$ cat config.mk
export PLATFORM = sky130hd
export DESIGN_NAME = bram_program_loader
export DESIGN_NICKNAME = d
export VERILOG_FILES = /design/src/rtl/bram_program_loader_pkg.sv /design/src/rtl/loader_hdr_decode.sv /design/src/rtl/bram_program_loader.sv
export SDC_FILE = /design/constraint.sdc
export NUM_CORES = 1
export LEC_CHECK = 0
export ABC_CLOCK_PERIOD_IN_PS = 2700
export CORE_UTILIZATION = 45
export CTS_BUF_LIST = sky130_fd_sc_hd__clkbuf_4 sky130_fd_sc_hd__clkbuf_8 sky130_fd_sc_hd__clkbuf_16
export DETAILED_ROUTE_END_ITERATION = 12
export HOLD_SLACK_MARGIN = 0.02
export PLACE_DENSITY = 0.79
export SYNTH_ARGS = -nofsm -noshare
export SYNTH_HDL_FRONTEND = slang
export SYNTH_SLANG_ARGS = --single-unit
$ cat constraint.sdc
create_clock -name clk -period 2.7 [get_ports clk]
set_input_delay 0.81 -clock clk [delete_from_list [all_inputs] [get_ports clk]]
set_output_delay 0.81 -clock clk [all_outputs]
set_load 0.02 [all_outputs]
$ cat src/rtl/bram_program_loader_pkg.sv
// Shared definitions for the BRAM program loader: command codes, FSM state
// encodings and the header word layout.
package bram_program_loader_pkg;

  localparam logic [7:0] CMD_LOAD  = 8'h01;
  localparam logic [7:0] CMD_START = 8'h02;
  localparam logic [7:0] CMD_HALT  = 8'h03;

  localparam logic [2:0] ST_IDLE  = 3'd0;
  localparam logic [2:0] ST_LOAD  = 3'd1;
  localparam logic [2:0] ST_CHECK = 3'd2;
  localparam logic [2:0] ST_RUN   = 3'd3;
  localparam logic [2:0] ST_ERROR = 3'd4;

  // Header word: [31:24] command, [23:16] channel, [15:0] payload word count.
  typedef struct packed {
    logic [7:0]  cmd;
    logic [7:0]  chan;
    logic [15:0] count;
  } hdr_t;

endpackage

$ cat src/rtl/loader_hdr_decode.sv
// Combinational header splitter: classifies the command and flags LOAD
// headers whose channel or word count cannot be honoured.
module loader_hdr_decode #(
  parameter int N_CHAN    = 2,
  parameter int MAX_WORDS = 1024,
  parameter int CHAN_W    = 1,
  parameter int CNT_W     = 11
) (
  input  logic [31:0]       hdr_word,
  output logic              is_load,
  output logic              is_start,
  output logic              is_halt,
  output logic              bad_cmd,
  output logic              bad_load,
  output logic [CHAN_W-1:0] chan,
  output logic [CNT_W-1:0]  count
);
  import bram_program_loader_pkg::*;

  hdr_t hdr;

  always_comb begin
    hdr      = hdr_t'(hdr_word);
    is_load  = (hdr.cmd == CMD_LOAD);
    is_start = (hdr.cmd == CMD_START);
    is_halt  = (hdr.cmd == CMD_HALT);
    bad_cmd  = !(is_load || is_start || is_halt);
    // The full 8/16-bit fields are range-checked before any truncation.
    bad_load = (int'(hdr.chan) >= N_CHAN) || (int'(hdr.count) > MAX_WORDS);
    chan     = hdr.chan[CHAN_W-1:0];
    count    = hdr.count[CNT_W-1:0];
  end

endmodule

$ cat src/rtl/bram_program_loader.sv
// Framed stream to BRAM write-port loader with per-frame XOR checksum; holds
// the core stalled until a START command is accepted.
module bram_program_loader #(
  parameter int DATA_WIDTH = 32,
  parameter int ADDR_WIDTH = 12,
  parameter int N_CHAN     = 2,
  parameter int MAX_WORDS  = 1024
) (
  input  logic                  clk,
  input  logic                  rst,
  input  logic                  s_valid,
  input  logic [DATA_WIDTH-1:0] s_data,
  output logic                  s_ready,
  output logic [ADDR_WIDTH-1:0] w_addr,
  output logic [DATA_WIDTH-1:0] w_dat,
  output logic [3:0]            w_byte_enb,
  output logic [N_CHAN-1:0]     w_enb,
  output logic                  cpu_stall,
  output logic                  init_done,
  output logic                  busy,
  output logic                  err
);
  import bram_program_loader_pkg::*;

  localparam int IDX_W  = $clog2(MAX_WORDS) + 1;
  localparam int CHAN_W = (N_CHAN > 1) ? $clog2(N_CHAN) : 1;

  logic [2:0]            state_q, state_d;
  logic [CHAN_W-1:0]     chan_q, chan_d;
  logic [IDX_W-1:0]      count_q, count_d;
  logic [IDX_W-1:0]      index_q, index_d;
  logic [DATA_WIDTH-1:0] acc_q, acc_d;
  logic [ADDR_WIDTH-1:0] w_addr_q, w_addr_d;
  logic [DATA_WIDTH-1:0] w_dat_q, w_dat_d;
  logic [N_CHAN-1:0]     w_enb_q, w_enb_d;
  logic                  cpu_stall_q, cpu_stall_d;
  logic                  init_done_q, init_done_d;
  logic                  err_q, err_d;

  logic              xfer;
  logic              hdr_is_load, hdr_is_start, hdr_is_halt;
  logic              hdr_bad_cmd, hdr_bad_load;
  logic [CHAN_W-1:0] hdr_chan;
  logic [IDX_W-1:0]  hdr_count;

  loader_hdr_decode #(
    .N_CHAN    (N_CHAN),
    .MAX_WORDS (MAX_WORDS),
    .CHAN_W    (CHAN_W),
    .CNT_W     (IDX_W)
  ) u_hdr_decode (
    .hdr_word (s_data[31:0]),
    .is_load  (hdr_is_load),
    .is_start (hdr_is_start),
    .is_halt  (hdr_is_halt),
    .bad_cmd  (hdr_bad_cmd),
    .bad_load (hdr_bad_load),
    .chan     (hdr_chan),
    .count    (hdr_count)
  );

  // s_ready is held low while reset is asserted so the host cannot push early.
  assign s_ready = rst && (state_q != ST_ERROR);
  assign xfer    = s_valid && s_ready;

  always_comb begin
    state_d  = state_q;
    chan_d   = chan_q;
    count_d  = count_q;
    index_d  = index_q;
    acc_d    = acc_q;
    w_addr_d = w_addr_q;
    w_dat_d  = w_dat_q;
    w_enb_d  = '0;

    if (xfer) begin
      case (state_q)
        ST_IDLE: begin
          if (hdr_is_load) begin
            if (hdr_bad_load) begin
              state_d = ST_ERROR;
            end else begin
              chan_d  = hdr_chan;
              count_d = hdr_count;
              index_d = '0;
              acc_d   = '0;
              state_d = (hdr_count == '0) ? ST_CHECK : ST_LOAD;
            end
          end else if (hdr_is_start) begin
            state_d = ST_RUN;
          end else if (hdr_bad_cmd) begin
            state_d = ST_ERROR;
          end
        end
        ST_LOAD: begin
          w_enb_d  = N_CHAN'(1) << chan_q;
          w_addr_d = ADDR_WIDTH'({index_q, 2'b00});
          w_dat_d  = s_data;
          index_d  = index_q + IDX_W'(1);
          acc_d    = acc_q ^ s_data;
          if (index_d == count_q) begin
            state_d = ST_CHECK;
          end
        end
        ST_CHECK: begin
          state_d = (s_data == acc_q) ? ST_IDLE : ST_ERROR;
        end
        ST_RUN: begin
          if (hdr_is_halt) begin
            state_d = ST_IDLE;
          end
        end
        default: begin
          state_d = state_q;
        end
      endcase
    end

    // Core control follows the next state so it changes on the handshake edge.
    cpu_stall_d = (state_d != ST_RUN);
    init_done_d = (state_d == ST_RUN);
    err_d       = err_q || (state_d == ST_ERROR);
  end

  always_ff @(posedge clk or negedge rst) begin
    if (!rst) begin
      state_q     <= ST_IDLE;
      chan_q      <= '0;
      count_q     <= '0;
      index_q     <= '0;
      acc_q       <= '0;
      w_addr_q    <= '0;
      w_dat_q     <= '0;
      w_enb_q     <= '0;
      cpu_stall_q <= 1'b1;
      init_done_q <= 1'b0;
      err_q       <= 1'b0;
    end else begin
      state_q     <= state_d;
      chan_q      <= chan_d;
      count_q     <= count_d;
      index_q     <= index_d;
      acc_q       <= acc_d;
      w_addr_q    <= w_addr_d;
      w_dat_q     <= w_dat_d;
      w_enb_q     <= w_enb_d;
      cpu_stall_q <= cpu_stall_d;
      init_done_q <= init_done_d;
      err_q       <= err_d;
    end
  end

  assign w_addr     = w_addr_q;
  assign w_dat      = w_dat_q;
  assign w_enb      = w_enb_q;
  assign w_byte_enb = {4{|w_enb_q}};
  assign cpu_stall  = cpu_stall_q;
  assign init_done  = init_done_q;
  assign busy       = (state_q == ST_LOAD) || (state_q == ST_CHECK);
  assign err        = err_q;

endmodule
-- After elaboration in Yosys (flattened, before gate mapping)
Cells that the tools add are included.
- register bits: 105
- input bits: 35
- output and inout bits: 55
- word-level logic and storage cells: 63
- add/subtract/negate cells: 1
- order comparisons: 2
- equal/unequal tests: 14
- shift operators: 1
- mux-type cells: 18
- bitwise operators: 2
- reduce and logical (&&, ||, !) cells: 14
- operators with widths (cell ; number):
    two-way mux 32 bit ; 2
    one-hot mux 32 bit (2 select lines) ; 1
    == test 32 bit ; 1
    XOR 32 bit ; 1
    two-way mux 3 bit ; 8
    two-way mux 11 bit ; 2
    one-hot mux 11 bit (2 select lines) ; 1
    == test 8 x 2 -> 1 bit (second input constant) ; 2
    > comparator 16 x 11 -> 1 bit (second input constant) ; 1
    one-hot mux 3 bit (4 select lines) ; 1
    adder 11 x 1 -> 11 bit (second input constant) ; 1
    == test 11 bit ; 1
    zero test 11 bit ; 1
    == test 3 x 2 -> 1 bit (second input constant) ; 3
    == test 8 x 1 -> 1 bit (second input constant) ; 1
    greater-or-equal comparator 8 x 2 -> 1 bit (second input constant) ; 1
    AND reduction 4 bit ; 2
    two-way mux 2 bit ; 3
    logical OR 1 bit ; 5
    != test 2 bit (second input constant) ; 2
    == test 3 x 1 -> 1 bit (second input constant) ; 1
    == test 3 bit (second input constant) ; 1
    zero test 3 bit ; 1
    != test 3 x 2 -> 1 bit (second input constant) ; 1
    7 further kinds ; 8

-- Logic depth before layout (Yosys ltp)
Gate-level depths: netlist (run 1).
- depth after elaboration: 10
- gate-level depth with buffers: 9
- depth with buffers taken out: 8

-- By module
From an unflattened synthesis (run 1), not the netlist that was laid out.
- cell total of the unflattened synthesis: 571
- area, all modules: 5235.0 µm²
- by module, submodules not included (module ; times used ; cells an instance ; area each (µm²) ; seq. area each (µm²)):
    bram_program_loader ; 1 ; 546 ; 5038.6 ; 2628.8
    loader_hdr_decode ; 1 ; 25 ; 196.4 ; 0.0

-- Worst setup path after synthesis (run 1)
No wires, ideal clock.
- kind: in2reg
- from: in rst
- to: reg count_q[5]
- library setup time: 125 ps
- arrival: 2477 ps
- required time: 2575 ps
- slack: 98 ps
- cell stages on the path: 5
- path buffers: 1
- cells stage by stage: a21boi_1 > nand4_1 > nor3b_2 > clkbuf_1 > mux2_2
- word-level cells in the longest chain between the ends: 3
- RTL lines (item ; line ; text):
    from (decl) ; bram_program_loader.sv:10 ; input logic rst,
    logical AND 1 bit ; bram_program_loader.sv:63 ; assign s_ready = rst && (state_q != ST_ERROR);
    logical AND 1 bit ; bram_program_loader.sv:64 ; assign xfer = s_valid && s_ready;
    AND reduction 4 bit (no source line) ; - ;
    to (signal assigned) ; bram_program_loader.sv:141 ; count_q <= count_d;
    to (decl) ; bram_program_loader.sv:30 ; logic [IDX_W-1:0] count_q, count_d;
No other way between the ends.
A chain may end at the register's enable or synchronous reset.

-- Worst setup path in the final report (run 1)
- from: reg state_q[0]
- to: out s_ready
- word-level cells in the longest chain between the ends: 2
- RTL lines (item ; line ; text):
    from (decl) ; bram_program_loader.sv:28 ; logic [2:0] state_q, state_d;
    from (signal assigned) ; bram_program_loader.sv:139 ; state_q <= state_d;
    != test 3 bit ; bram_program_loader.sv:63 ;
    logical AND 1 bit ; bram_program_loader.sv:63 ;
    to (decl) ; bram_program_loader.sv:13 ; output logic s_ready,
No other way between the ends.

==> flow_summary.yaml, run 1 <==
setup_path:
  critPathMaxStageDelay_ns: 0.65
  path_delay_family: "buffers and inverters"
  crit_type: "flop to primary output"
  worstPathRequired_ns: 1.89
  critical-path-slowest-cell: "clkdlybuf4s50_1"
  endpoint_kind: "primary output"
  worst-path-buf-inv: 1
  critPathMaxFanout: 6
  crit_path_start_kind: "flop"
  crit_chain: "nor2_1 -> a21boi_1 -> clkdlybuf4s50_1"
  arrival_ns: 1.86
status:
  status: "completed"
timing:
  skew_ns: 0.00518
  setup_viol_count_final: 0
  drv_slew: 0
  slew_headroom: 0.425
  fin_crit_sh: 0.990
  period_needed_ns: 2.67
  max_freq_ghz: 0.374
  final-hold-violation-count: 0
  tightest_slew_ns: 0.862
floorplan:
  core_area_um2: 11000
  initial_utilization: 0.468
  chipWidth_um: 109
  core.rowCount: 38
  die_y_um: 109
  die-area_um2: 11800
  io_pins: 90
grt:
  grt_max_degree: 69
  grt_use_total: 0.241
  grt_pass1_wl_um: 21900
  overflow: 0
  antenna_found_initial: 0
  grt_pass1_vias: 4528
clock_network:
  cts-root-buf: "clkbuf_16"
  clk-insertion-delay-late_ns: 0.34
  cts_max_level: 3
  cts_buffers: 9
  postCtsHoldBufs: 0
  cts.sinks: 105
  cts_tree: "yes"
  post_cts.repair.setup_buffers: 0
  cts.reportedPaths.clkPinSlew_ns: 0.07
  clk_path_buf_depth: 2
route:
  drtIter0Drc: 203
  wl_um: 13400
  viasPerCell: 5.53
  ant_nets: 0
  wl_per_cell_um: 16.1
  first_pass_iters: 5
  drcViolationCount: 0
  vias: 4598
synthesis:
  async_flop_share: 1.00
  synth_warnings: 0
  syn_area_per_cell_um2: 9.09
  synthTopCellsByArea: "dfrtp_1 51%, nand2_1 10%, xnor2_1 6.5%, o21ai_0 4.7%, nor2_1 3.8%"
  synth.largest_area_cell: "dfrtp_1"
  netlist_area_um2: 5140
  ys_seq_area_frac: 0.512
  synth_ff_type: "dfrtp_1"
  synth_most_common_cell: "nand2_1"
  synth_edf_count: 0
  synth_cell_type_count: 56
  synth_commonest_cells: "140 x nand2_1, 104 x dfrtp_1, 52 x nor2_1, 48 x o21ai_0, 38 x xnor2_1"
  yosys.area.top_type_share: 0.507
  ys_seq_elements: 105
  postSynthCellCount: 565
worst_hold_path:
  holdCritPathClass: "flop to flop"
power_and_ir_drop:
  p_sw_mw: 1.97
  ir_worst_vdd_mv: 0.542
  p_total_mw: 5.73
  swShare: 0.344
  power_frac_clock: 0.224
  internal_power_mw: 3.76
  power_density_nw_per_um2: 839
  pwr-share-seq: 0.432
  p_leak_nw: 3.15
  pwr-share-comb: 0.344
final_layout:
  drive_above_1_share: 0.156
  final-instance-count-excl-fill: 831
  seq_area_um2: 2630
  multi_input_area_um2: 2370
  fin_nets: 724
  fillers: 859
  num_antenna_cells: 0
  area_growth_pct: 33.0
place:
  finalWeightedCongestion: 0.916
  dp_hpwl_um: 9570
  io_buffers: 87
  place_inst: 817
job:
  cap_viol_max_count: 0
[registers in the layout, indices dropped and copies added, names as in the netlist]
register	cells
init_done	1
cpu_stall	1
w_addr	10
w_dat	32
acc_q	32
state_q	3
count_q	11
chan_q	1
index_q	11
w_enb	2
err	1
[power groups by stage]
stage	Combinational (mW)	Clock, mW	Sequential (mW)
final	1.97	1.28	2.48
after floorplan	0.805	0	2.69
after CTS	1.97	1.30	2.47
after global routing	2.15	1.37	2.55
after detailed placement	1.95	0	2.48
after global placement	1.89	0	2.45
[per-stage QoR]
| step | worst slack [ns] | utilization | hold WS (ns) | instance area, um2 | TNS, ns |
|---|---|---|---|---|---|
| 2_1_floorplan | 0.0977 | - | 0.410 | 5140 | 0 |
| 3_3_place_gp | -0.213 | 0.592 | 0.457 | 6500 | -8.01 |
| 3_5_place_dp | -0.289 | 0.592 | 0.462 | 6500 | -12.33 |
| 4_1_cts | 0.00872 | 0.618 | 0.482 | 6780 | 0 |
| 5_1_grt | -0.0142 | 0.622 | 0.504 | 6830 | -0.0142 |
| 6_report | 0.0277 | 0.622 | 0.477 | 6830 | 0 |
[routing by layer]
layer	track usage	routed length (um)
met2	0.383	6450
met5	0	0
met3	0.0377	834
met4	0.123	443
met1	0.320	5670
[path summary, 6_finish.rpt]
check / start / end / slack, ns / depth (start not counted)
max: state_q[0] / s_ready / 0.03 / 3
min: w_dat[30] / w_dat[30] / 0.48 / 2
max reg2reg: index_q[1] / err / 0.24 / 8
min reg2reg: w_dat[30] / w_dat[30] / 0.48 / 2
max in group asynchronous: rst / w_addr[5] / 0.90 / 3
min in group asynchronous: rst / w_dat[31] / 0.54 / 2
[cells in the final DEF (no fill, tap or decap), drive strengths merged, types with 2 or more instances in the layout]
cell type / synthesis / final
nor2: 52 / 52
clkinv: 0 / 2
nor4: 8 / 8
mux2: 12 / 12
nor3: 6 / 6
a21oi: 4 / 4
a211oi: 2 / 2
nand2: 141 / 141
and3: 6 / 6
nor4b: 2 / 2
a31oi: 4 / 4
buf: 12 / 58
nand3: 11 / 11
clkbuf: 21 / 11
inv: 6 / 6
dfrtp: 104 / 104
conb: 1 / 2
xnor2: 38 / 38
nand4: 10 / 10
o31ai: 6 / 6
o21ai: 83 / 83
and4: 3 / 3
xor2: 7 / 7
and2: 2 / 2
clkdlybuf4s50: 0 / 86
a21boi: 2 / 2
or2: 2 / 2
[cell families after synthesis]
logic type	synth area share
xor+xnor	0.0767
flops	0.512
compound gates	0.131
mux	0.0283
buf+inv	0.0370
other cells	0.000730
fa+ha+maj	0.00244
simple gates	0.212
[worst reg2reg max path, stage by stage, from the launching register on]
cell and delay [ns]:
dfrtp_1 0.44, ha_2 0.29, xor2_1 0.26, mux2i_1 0.25
a22oi_1 0.15, a2111oi_4 0.40, a211oi_1 0.12, o21ba_2 0.24
o31ai_2 0.23
[area by class of cell]
class,count,area share
tap,140,0.0256
clock inverter,3,0.00641
sequential,105,0.385
inverter,6,0.00330
multi-input combinational,422,0.347
clock buffer,11,0.0352
timing repair buffer,144,0.197
[timing repair]
action	CTS	global route
hold endpoints to repair	0	0
resized for setup	0	12
setup endpoints to repair	0	24
Power figures use the tool's default switching activity.
==> run 2: changes to the inputs <==
--- a/config.mk
+++ b/config.mk
@@ -6,6 +6,7 @@
 export NUM_CORES = 1
 export LEC_CHECK = 0
 export ABC_CLOCK_PERIOD_IN_PS = 2700
+export CAP_MARGIN = 30
 export CORE_UTILIZATION = 45
 export CTS_BUF_LIST = sky130_fd_sc_hd__clkbuf_4 sky130_fd_sc_hd__clkbuf_8 sky130_fd_sc_hd__clkbuf_16
 export DETAILED_ROUTE_END_ITERATION = 12
==> results of run 2 <==
The final DEF is identical to that of run 1; final timing and power are the same.
==> run 3: changes to the inputs <==
--- a/config.mk
+++ b/config.mk
@@ -10,8 +10,9 @@
 export CORE_UTILIZATION = 45
 export CTS_BUF_LIST = sky130_fd_sc_hd__clkbuf_4 sky130_fd_sc_hd__clkbuf_8 sky130_fd_sc_hd__clkbuf_16
 export DETAILED_ROUTE_END_ITERATION = 12
+export DONT_BUFFER_PORTS = 1
 export HOLD_SLACK_MARGIN = 0.02
-export PLACE_DENSITY = 0.79
+export PLACE_DENSITY = 0.69
 export SYNTH_ARGS = -nofsm -noshare
 export SYNTH_HDL_FRONTEND = slang
 export SYNTH_SLANG_ARGS = --single-unit
==> flow_summary.yaml, run 3 (synthesis gave the netlist of run 1 again) <==
timing:
  tightest_slew_ns: 0.529
  max_freq_ghz: 0.401
  period_needed_ns: 2.50
  drv_slew: 0
  fin_crit_sh: 0.924
  final-hold-violation-count: 0
  rsz0062_at_grt: "no"
  layout_setup_ws_ns: 0.205
  skew_ns: 0.00481
  slew_headroom: 0.643
  setup_viol_count_final: 0
  setup_tns_ns: 0
clock_network:
  clk-insertion-delay-late_ns: 0.35
  cts_max_level: 3
  cts-root-buf: "clkbuf_16"
  cts_buffers: 9
  clk_path_buf_depth: 2
  cts.sinks: 105
  cts.reportedPaths.clkPinSlew_ns: 0.06
  cts_tree: "yes"
route:
  vias: 3980
  ant_nets: 0
  drtIter0Drc: 194
  drcViolationCount: 0
  wl_um: 12100
  wl_per_cell_um: 17.2
  viasPerCell: 5.68
  first_pass_iters: 5
floorplan:
  io_pins: 90
  core.rowCount: 38
  die_y_um: 109
  die-area_um2: 11800
  core_area_um2: 11000
  chipWidth_um: 109
  initial_utilization: 0.468
status:
  status: "completed"
setup_path:
  crit_path_start_kind: "flop"
  worst-path-buf-inv: 0
  critPathMaxFanout: 9
  crit_type: "flop to flop"
  path_delay_family: "compound AO/OA/AOI/OAI gates"
  crit_chain: "ha_2 -> and4_2 -> nand2_1 -> mux2_2 -> a211o_1 -> a211oi_1 -> o21ba_1 -> and3_1"
  worstPathRequired_ns: 2.98
  endpoint_kind: "flop"
  arrival_ns: 2.78
  critPathMaxStageDelay_ns: 0.47
  critical-path-slowest-cell: "dfrtp_2"
place:
  io_buffers: 0
  dpl_worst_slack_ns: 0.105
  dp_hpwl_um: 8640
  finalWeightedCongestion: 0.811
  place_inst: 689
power_and_ir_drop:
  p_total_mw: 4.91
  p_leak_nw: 2.59
  ir_worst_vdd_mv: 0.459
  power_density_nw_per_um2: 888
final_layout:
  area_growth_pct: 7.70
  mostFrequentLayoutCells: "139 x nand2_1, 103 x dfrtp_1, 51 x nor2_1"
  multi_input_area_um2: 2330
  final_common_cell: "nand2_1"
  final_core_util: 0.504
  num_antenna_cells: 0
  fillers: 1012
  drive_above_1_share: 0.0980
  final-instance-count-excl-fill: 701
  fin_nets: 596
  seq_area_um2: 2630
grt:
  grt_pass1_wl_um: 19900
  grt_max_degree: 108
  overflow: 0
  grt_pass1_vias: 4023
  antenna_found_initial: 0
  grt_use_total: 0.221
worst_hold_path:
  holdCritPathClass: "primary input to async pin"
job:
  cap_viol_max_count: 0
==> run 3: cell count changes in the layout (fill, tap and decap cells not counted), sizes merged <==
cell,before,now
clkbuf,11,10
bufinv,1,0
clkdlybuf4s50,86,0
buf,58,16
==> run 3: timing repair <==
action	CTS	global route
resized for setup	0	2
setup endpoints to repair	0	3
hold buffers	0	0
buffers inserted	0	0
==> run 3: through the flow <==
| step | hold slack, ns | area, um2 |
|---|---|---|
| after CTS | 0.148 | 5530 |
| after global routing | 0.148 | 5530 |
| after global placement | 0.470 | 5290 |
| after floorplan | 0.410 | 5140 |
| final | 0.161 | 5530 |
| after detailed placement | 0.463 | 5290 |
==> run 3: per-layer routing <==
metal  share of wire  vias to the layer above  track usage
met2            0.49                      118        0.364
met1            0.43                     1952        0.283
met5               0                        -            0
met4           0.015                        0       0.0801
met3           0.067                       10       0.0544
li1                -                     1900            -
==> run 3: final cells by class <==
| cell class | count | share of cell area |
|---|---|---|
| Clock buffer | 10 | 0.0421 |
| Clock inverter | 2 | 0.00181 |
| Inverter | 6 | 0.00407 |
| Multi-Input combinational cell | 422 | 0.421 |
| Sequential cell | 105 | 0.475 |
| Tap cell | 140 | 0.0317 |
| Timing Repair Buffer | 16 | 0.0240 |
==> run 3: final timing paths <==
path / start / endpoint / slack, ns / depth (start not counted)
worst min register to register: chan_q / w_enb[0] / 0.48 / 1
worst min-delay path: rst / w_dat[6] / 0.16 / 0
worst max-delay path: index_q[0] / init_done / 0.20 / 8
worst max register to register: index_q[0] / init_done / 0.20 / 8
min in group clk: chan_q / w_enb[0] / 0.48 / 1
max in group asynchronous: rst / cpu_stall / 2.32 / 0
==> run 3: power breakdown <==
group,internal (mW),switching [mW],leakage [nW],total [mW]
combinational,0.468,0.493,1.07,0.961
clock,0.612,0.535,0.123,1.15
sequential,2.06,0.739,1.40,2.80
